**src/rtl/l1d_upstream_arb.sv**
```systemverilog
// l1d_upstream_arb: NUM_CH-channel front end for the L1D core.
//   Round-robin arbitration of per-channel tag requests onto the single
//   upstream port, routing of tag-hit / cancel / ack back to the owning
//   channel, and a per-channel outstanding-credit limit.
//
// Optional feature macro: L1D_UPARB_QOS_EN
//   defined   : adds ch_prio_i; high-priority eligible channels always win,
//               with a separate RR pointer per class.
//   undefined : single-class round robin.
//
// Ports
//   clk, rst_n          core clock, async active-low reset
//   ch_req_vld_i/rdy_o  per-channel request handshake
//   ch_req_pld_i        per-channel payload, channel i at [i*PLD_W +: PLD_W]
//   ch_cancel_i         cancel last accepted transaction of channel i
//   ch_prio_i           (QoS build only) per-channel high-priority class
//   ch_tag_hit_o        tag hit routed to the channel accepted last cycle
//   ch_ack_en_o         ack strobe routed by core_ack_ch_i
//   ch_ack_dat_o        ack data broadcast to all channels
//   ch_credit_full_o    channel i has OST_MAX requests outstanding
//   core_req_*          upstream request port into the L1D core
//   core_cancel_o       cancel_last_trans into the L1D core
//   core_tag_hit_i      upstream tag hit from the L1D core
//   core_ack_*_i        upstream ack from the L1D core
//   err_underflow_o     sticky: ack/cancel for a channel with 0 outstanding
module l1d_upstream_arb #(
  parameter int unsigned  NUM_CH  = 4,
  parameter int unsigned  PLD_W   = 64,
  parameter int unsigned  DATA_W  = 64,
  parameter int unsigned  OST_MAX = 4,
  localparam int unsigned CH_W    = (NUM_CH > 1) ? $clog2(NUM_CH) : 1
) (
  input  logic                    clk,
  input  logic                    rst_n,
  input  logic [NUM_CH-1:0]       ch_req_vld_i,
  output logic [NUM_CH-1:0]       ch_req_rdy_o,
  input  logic [NUM_CH*PLD_W-1:0] ch_req_pld_i,
  input  logic [NUM_CH-1:0]       ch_cancel_i,
`ifdef L1D_UPARB_QOS_EN
  input  logic [NUM_CH-1:0]       ch_prio_i,
`endif
  output logic [NUM_CH-1:0]       ch_tag_hit_o,
  output logic [NUM_CH-1:0]       ch_ack_en_o,
  output logic [DATA_W-1:0]       ch_ack_dat_o,
  output logic [NUM_CH-1:0]       ch_credit_full_o,
  output logic                    core_req_vld_o,
  input  logic                    core_req_rdy_i,
  output logic [PLD_W-1:0]        core_req_pld_o,
  output logic [CH_W-1:0]         core_req_ch_o,
  output logic                    core_cancel_o,
  input  logic                    core_tag_hit_i,
  input  logic                    core_ack_en_i,
  input  logic [CH_W-1:0]         core_ack_ch_i,
  input  logic [DATA_W-1:0]       core_ack_dat_i,
  output logic                    err_underflow_o
);

  localparam int unsigned CNT_W = 4;
  localparam int unsigned CNT_X = CNT_W + 1;

  // First set bit of mask at or after ptr, wrapping; returns {found, id}.
  function automatic logic [CH_W:0] rr_pick(input logic [NUM_CH-1:0] mask,
                                            input logic [CH_W-1:0]   ptr);
    logic              found;
    logic [CH_W-1:0]   id;
    logic [CH_W-1:0]   sel;
    int unsigned       idx;
    found = 1'b0;
    id    = '0;
    for (int unsigned k = 0; k < NUM_CH; k++) begin
      idx = 32'(ptr) + k;
      if (idx >= NUM_CH) idx = idx - NUM_CH;
      sel = CH_W'(idx);
      if (!found && mask[sel]) begin
        found = 1'b1;
        id    = sel;
      end
    end
    return {found, id};
  endfunction

  function automatic logic [CH_W-1:0] ptr_after(input logic [CH_W-1:0] id);
    return (id == CH_W'(NUM_CH - 1)) ? '0 : CH_W'(id + 1'b1);
  endfunction

  logic [NUM_CH-1:0][CNT_W-1:0] cnt_q, cnt_d;
  logic [NUM_CH-1:0]            full_q, full_d;
  logic [CH_W-1:0]              last_ch_q, last_ch_d;
  logic                         last_vld_q, last_vld_d;
  logic                         err_q, err_d;
`ifdef L1D_UPARB_QOS_EN
  logic [CH_W-1:0]              rr_hi_q, rr_hi_d;
  logic [CH_W-1:0]              rr_lo_q, rr_lo_d;
  logic [CH_W:0]                pick_hi, pick_lo;
  logic                         hi_sel;
`else
  logic [CH_W-1:0]              rr_q, rr_d;
  logic [CH_W:0]                pick;
`endif

  logic [NUM_CH-1:0] eligible;
  logic [NUM_CH-1:0] grant;
  logic              grant_vld;
  logic [CH_W-1:0]   grant_id;
  logic              accept;
  logic              cancel_fwd;
  logic [NUM_CH-1:0] ack_hit;
  logic              inc_v;
  logic [CNT_X-1:0]  sum_v, dec_v;

  // Eligibility and grant selection.
  always_comb begin
    eligible  = '0;
    grant_vld = 1'b0;
    grant_id  = '0;
`ifdef L1D_UPARB_QOS_EN
    hi_sel    = 1'b0;
`endif
    for (int unsigned i = 0; i < NUM_CH; i++) begin
      eligible[i] = ch_req_vld_i[i] && (cnt_q[i] < CNT_W'(OST_MAX));
    end
`ifdef L1D_UPARB_QOS_EN
    pick_hi = rr_pick(eligible & ch_prio_i, rr_hi_q);
    pick_lo = rr_pick(eligible & ~ch_prio_i, rr_lo_q);
    if (pick_hi[CH_W]) begin
      hi_sel    = 1'b1;
      grant_vld = 1'b1;
      grant_id  = pick_hi[CH_W-1:0];
    end else begin
      grant_vld = pick_lo[CH_W];
      grant_id  = pick_lo[CH_W-1:0];
    end
`else
    pick      = rr_pick(eligible, rr_q);
    grant_vld = pick[CH_W];
    grant_id  = pick[CH_W-1:0];
`endif
  end

  // Upstream request mux and per-channel return routing.
  always_comb begin
    grant          = '0;
    ack_hit        = '0;
    ch_tag_hit_o   = '0;
    core_req_pld_o = '0;
    for (int unsigned i = 0; i < NUM_CH; i++) begin
      grant[i]        = grant_vld && (grant_id == CH_W'(i));
      ack_hit[i]      = core_ack_en_i && (core_ack_ch_i == CH_W'(i));
      ch_tag_hit_o[i] = last_vld_q && core_tag_hit_i && (last_ch_q == CH_W'(i));
    end
    if (grant_vld) core_req_pld_o = ch_req_pld_i[32'(grant_id)*PLD_W +: PLD_W];
  end

  assign accept           = grant_vld && core_req_rdy_i;
  assign cancel_fwd       = last_vld_q && ch_cancel_i[last_ch_q];
  assign core_req_vld_o   = grant_vld;
  assign core_req_ch_o    = grant_id;
  assign ch_req_rdy_o     = grant & {NUM_CH{core_req_rdy_i}};
  assign core_cancel_o    = cancel_fwd;
  assign ch_ack_en_o      = ack_hit;
  assign ch_ack_dat_o     = core_ack_dat_i;
  assign ch_credit_full_o = full_q;
  assign err_underflow_o  = err_q;

  // Next state: pointers, last-accept tracking, credits floored at zero.
  always_comb begin
    cnt_d      = cnt_q;
    full_d     = '0;
    err_d      = err_q;
    last_ch_d  = last_ch_q;
    last_vld_d = accept;
    inc_v      = 1'b0;
    sum_v      = '0;
    dec_v      = '0;
`ifdef L1D_UPARB_QOS_EN
    rr_hi_d    = rr_hi_q;
    rr_lo_d    = rr_lo_q;
    if (accept) begin
      if (hi_sel) rr_hi_d = ptr_after(grant_id);
      else        rr_lo_d = ptr_after(grant_id);
    end
`else
    rr_d       = rr_q;
    if (accept) rr_d = ptr_after(grant_id);
`endif
    if (accept) last_ch_d = grant_id;
    for (int unsigned i = 0; i < NUM_CH; i++) begin
      inc_v = accept && (grant_id == CH_W'(i));
      dec_v = CNT_X'(ack_hit[i]) + CNT_X'(cancel_fwd && (last_ch_q == CH_W'(i)));
      sum_v = {1'b0, cnt_q[i]} + CNT_X'(inc_v);
      if (sum_v < dec_v) begin
        cnt_d[i] = '0;
        err_d    = 1'b1;
      end else begin
        cnt_d[i] = CNT_W'(sum_v - dec_v);
      end
      full_d[i] = (cnt_d[i] == CNT_W'(OST_MAX));
    end
  end

  // State registers.
  always_ff @(posedge clk or negedge rst_n) begin
    if (!rst_n) begin
      cnt_q      <= '0;
      full_q     <= '0;
      err_q      <= 1'b0;
      last_ch_q  <= '0;
      last_vld_q <= 1'b0;
`ifdef L1D_UPARB_QOS_EN
      rr_hi_q    <= '0;
      rr_lo_q    <= '0;
`else
      rr_q       <= '0;
`endif
    end else begin
      cnt_q      <= cnt_d;
      full_q     <= full_d;
      err_q      <= err_d;
      last_ch_q  <= last_ch_d;
      last_vld_q <= last_vld_d;
`ifdef L1D_UPARB_QOS_EN
      rr_hi_q    <= rr_hi_d;
      rr_lo_q    <= rr_lo_d;
`else
      rr_q       <= rr_d;
`endif
    end
  end

endmodule

```
**config.mk**
```make
export PLATFORM = sky130hd
export DESIGN_NAME = l1d_upstream_arb
export DESIGN_NICKNAME = d
export VERILOG_FILES = /design/src/rtl/l1d_upstream_arb.sv
export SDC_FILE = /design/constraint.sdc
export NUM_CORES = 1
export LEC_CHECK = 0
export BUFFER_PORTS_ARGS = -buffer_cell sky130_fd_sc_hd__buf_2
export CAP_MARGIN = 40
export CORE_AREA = 2 2 186 188
export DETAILED_ROUTE_END_ITERATION = 8
export DIE_AREA = 0 0 188 190
export GPL_TIMING_DRIVEN = 1
export PLACE_DENSITY = 0.44
export SLEW_MARGIN = 20
export SYNTH_ARGS = -nofsm -noshare
export SYNTH_HDL_FRONTEND = slang
export SYNTH_SLANG_ARGS = --single-unit
```
**constraint.sdc**
```tcl
create_clock -name clk -period 7.6 [get_ports clk]
set_clock_uncertainty 0.15 [all_clocks]
set_input_delay 0 -clock clk [delete_from_list [all_inputs] [get_ports clk]]
set_output_delay 0 -clock clk [all_outputs]
set_load 0.005 [all_outputs]
```
==> flow_summary_export.csv <==
group,metric,value,unit
yosys,async_flop_share,100,%
routing,postRouteWirelength,24.6,mm
floorplan,fp.dieH,190,um
finish,seq_area,651,um2
finish,multiInputGateArea,2870,um2
global_route,overflow,0,
global_route,grt_pass1_wl,32.5,mm
yosys,yosys.area.top_type,"mux2i_1",
yosys,yosysWarningCount,0,
floorplan,initial_core_util,12.9,%
finish,n_antenna_cell,0,
yosys,syn-cell-area,4380,um2
clock_network,cts.sinks,26,
status,outcome,"completed",
critical_path,path_class,"flip-flop to flip-flop",
sta,grt_setup_unrepaired,"false",
yosys,synth_area_per_cell,9.07,um2
placement,portBuffers,355,
critical_path,startpoint_type,"flip-flop",
finish,layout_commonest_cell,"buf_2",
global_route,grtUsageTotal,12.5,%
pwr,power_density,335,nW/um2
sta,min_period,4140,ps
yosys,yosysSeqAreaShare,14.9,%
pwr,p_leak,3.44,nW
clock_network,numCtsBuffers,3,
run,cap_violations,0,
sta,slew_headroom,44.6,%
critical_path,worstSetupEndpointType,"flip-flop",
yosys,ys_top_cells_by_area,"mux2i_1 (30%), dfrtp_1 (15%), buf_4 (11%), o22ai_1 (9.1%), ha_1 (6.0%)",
yosys,synth_top_cell_area_share,30.4,%
floorplan,io_pins,484,
routing,vias,4881,
critical_path,regToRegSetupSlack,3460,ps
clock_network,root_buffer,"clkbuf_16",
yosys,syn_nets,843,
clock_network,htree_levels,1,
clock_network,clk-insertion-delay-late,270,ps
routing,routedWlPerCell,19.4,um
routing,first_pass_iters,4,
critical_path,worstReg2RegStart,"cnt_q[7]",
yosys,synth_edf_count,0,
placement,hpwl,20.8,mm
critical_path,arrival,4160,ps
finish,area_growth,54.4,%
critical_path,reg2regPathDepth,15,
clock_network,cts_buffer_depth,2,
routing,via_per_inst,3.84,
routing,drt_iter0_markers,185,
sta,fin_setup_tns,0,ps
routing,ant_nets,0,
yosys,ys_ff_latch,26,
finish,nNetsFinal,1178,
yosys,syn_inst,483,
yosys,ys.flop_type,"dfrtp_1",
global_route,antenna_found_initial,1,
critical_path,rr_endpoint,"cnt_q[13]",
finish,fillers,3837,
global_route,grt_max_degree,52,
floorplan,die_width,188,um
sta,tightest_slew,831,ps
clock_network,cts_tree,"done",
hold_path,hold_path_class,"input port to asynchronous set/reset pin",
critical_path,crit_fanout,40,
sta,clock.fmax,0.241,GHz
finish,fin_util,19.9,%
sta,finalHoldViolations,0,
finish,final_cell_mix,"buf_2 (355), mux2i_1 (133), dlygate4sd3_1 (66)",
clock_network,cts.clk_slew.worst_paths,80,ps
global_route,grt_pass1_vias,4663,
critical_path,worst-endpoint-required,7620,ps
floorplan,row_count,68,
sta,drv_slew,0,
finish,drive_gt1_share,46.3,%
placement,routabilityCongestion,0.772,
clock_network,post_cts_buffers,0,
sta,min_period_over_period,54.5,%
floorplan,die_area,35700,um2
pwr,peakVddDrop,0.152,mV
yosys,ys_types,49,
floorplan,core_area,33900,um2
sta,setup_violations,0,
routing,drc,0,
[Yosys cell counts, drive strengths merged (5+ instances only)]
cell type	n
nand2	19
o21ai	7
o22ai	64
dfrtp	26
ha	21
nor2	16
xor2	6
buf	75
inv	22
a21oi	5
and2	5
nor3b	10
clkbuf	17
mux2i	133
[how the worst max path moves through the flow]
stage                     startpoint                   to  depth (start not counted)
final                       cnt_q[7]            cnt_q[13]                         15
after global routing       cnt_q[15]  ch_credit_full_o[0]                         14
after CTS                   cnt_q[6]            cnt_q[13]                         15
after detailed placement    cnt_q[7]            cnt_q[13]                         15
after global placement      cnt_q[7]            cnt_q[13]                         14
after floorplan             cnt_q[2]  ch_credit_full_o[1]                         14
[critical path, stage by stage, from the launching register on]
cell and delay [ps]:
dfrtp_1 450, or3b_4 430, nand2_1 80, o21ai_0 130
nand2_4 370, buf_12 260, inv_1 70, ha_1 190
inv_1 80, nor2_1 60, ha_1 210, ha_1 330
ha_1 310, a211oi_1 500, nand2_1 200, and2_1 210
[cell type report]
| class | instances | area share (%) |
|---|---|---|
| Multi-Input combinational cell | 340 | 42.5 |
| Clock buffer | 3 | 1.11 |
| Sequential cell | 26 | 9.62 |
| Inverter | 22 | 1.22 |
| Tap cell | 455 | 8.42 |
| Clock inverter | 1 | 0.444 |
| Timing Repair Buffer | 425 | 36.7 |
[kinds of logic (layout without fill, tap and decap cells)]
family | after synthesis | in the layout | synth area share (%)
adder cells (fa/ha/maj) | 25 | 25 | 7.83
flip-flops | 26 | 26 | 14.9
buffers and inverters | 117 | 451 | 20.1
XOR/XNOR | 8 | 8 | 1.60
multiplexers | 137 | 137 | 31.7
AO/OA/AOI/OAI | 91 | 91 | 13.3
AND/OR/NAND/NOR | 79 | 79 | 10.6
[layer usage]
metal	share of wire, %	GRT usage (%)
met3	17	8.76
met2	43	19.0
met4	0.58	1.03
met1	40	15.0
met5	0	0
[report_power, final]
group	internal (mW)	switching, mW
Clock	0.105	0.0559
Combinational	0.775	1.09
Sequential	0.188	0.0512
Total	1.07	1.20
[repair_timing]
item,in CTS,in global routing
gates resized for setup,0,0
hold endpoints to repair,91,0
hold buffers,66,0
[through the flow]
stage	power, mW	setup WS, ps	cell area (um2)	hold WS, ps	instances
CTS	2.35	3420	6760	136	1272
global placement	2.13	3380	5980	-150	1201
global route	2.52	3110	6760	185	1272
floorplan	1.45	4000	4380	-446	483
detailed placement	2.15	3440	6000	-150	1202
finish	2.27	3460	6760	134	1272
[state kept, by name, summed over array words and instances (netlist names)]
register and flops:
last_vld_q 1, cnt_q 16, last_ch_q 2, ch_credit_full_o 4
rr_q 2, err_underflow_o 1
Note: power is estimated with default switching activity, not from simulation.
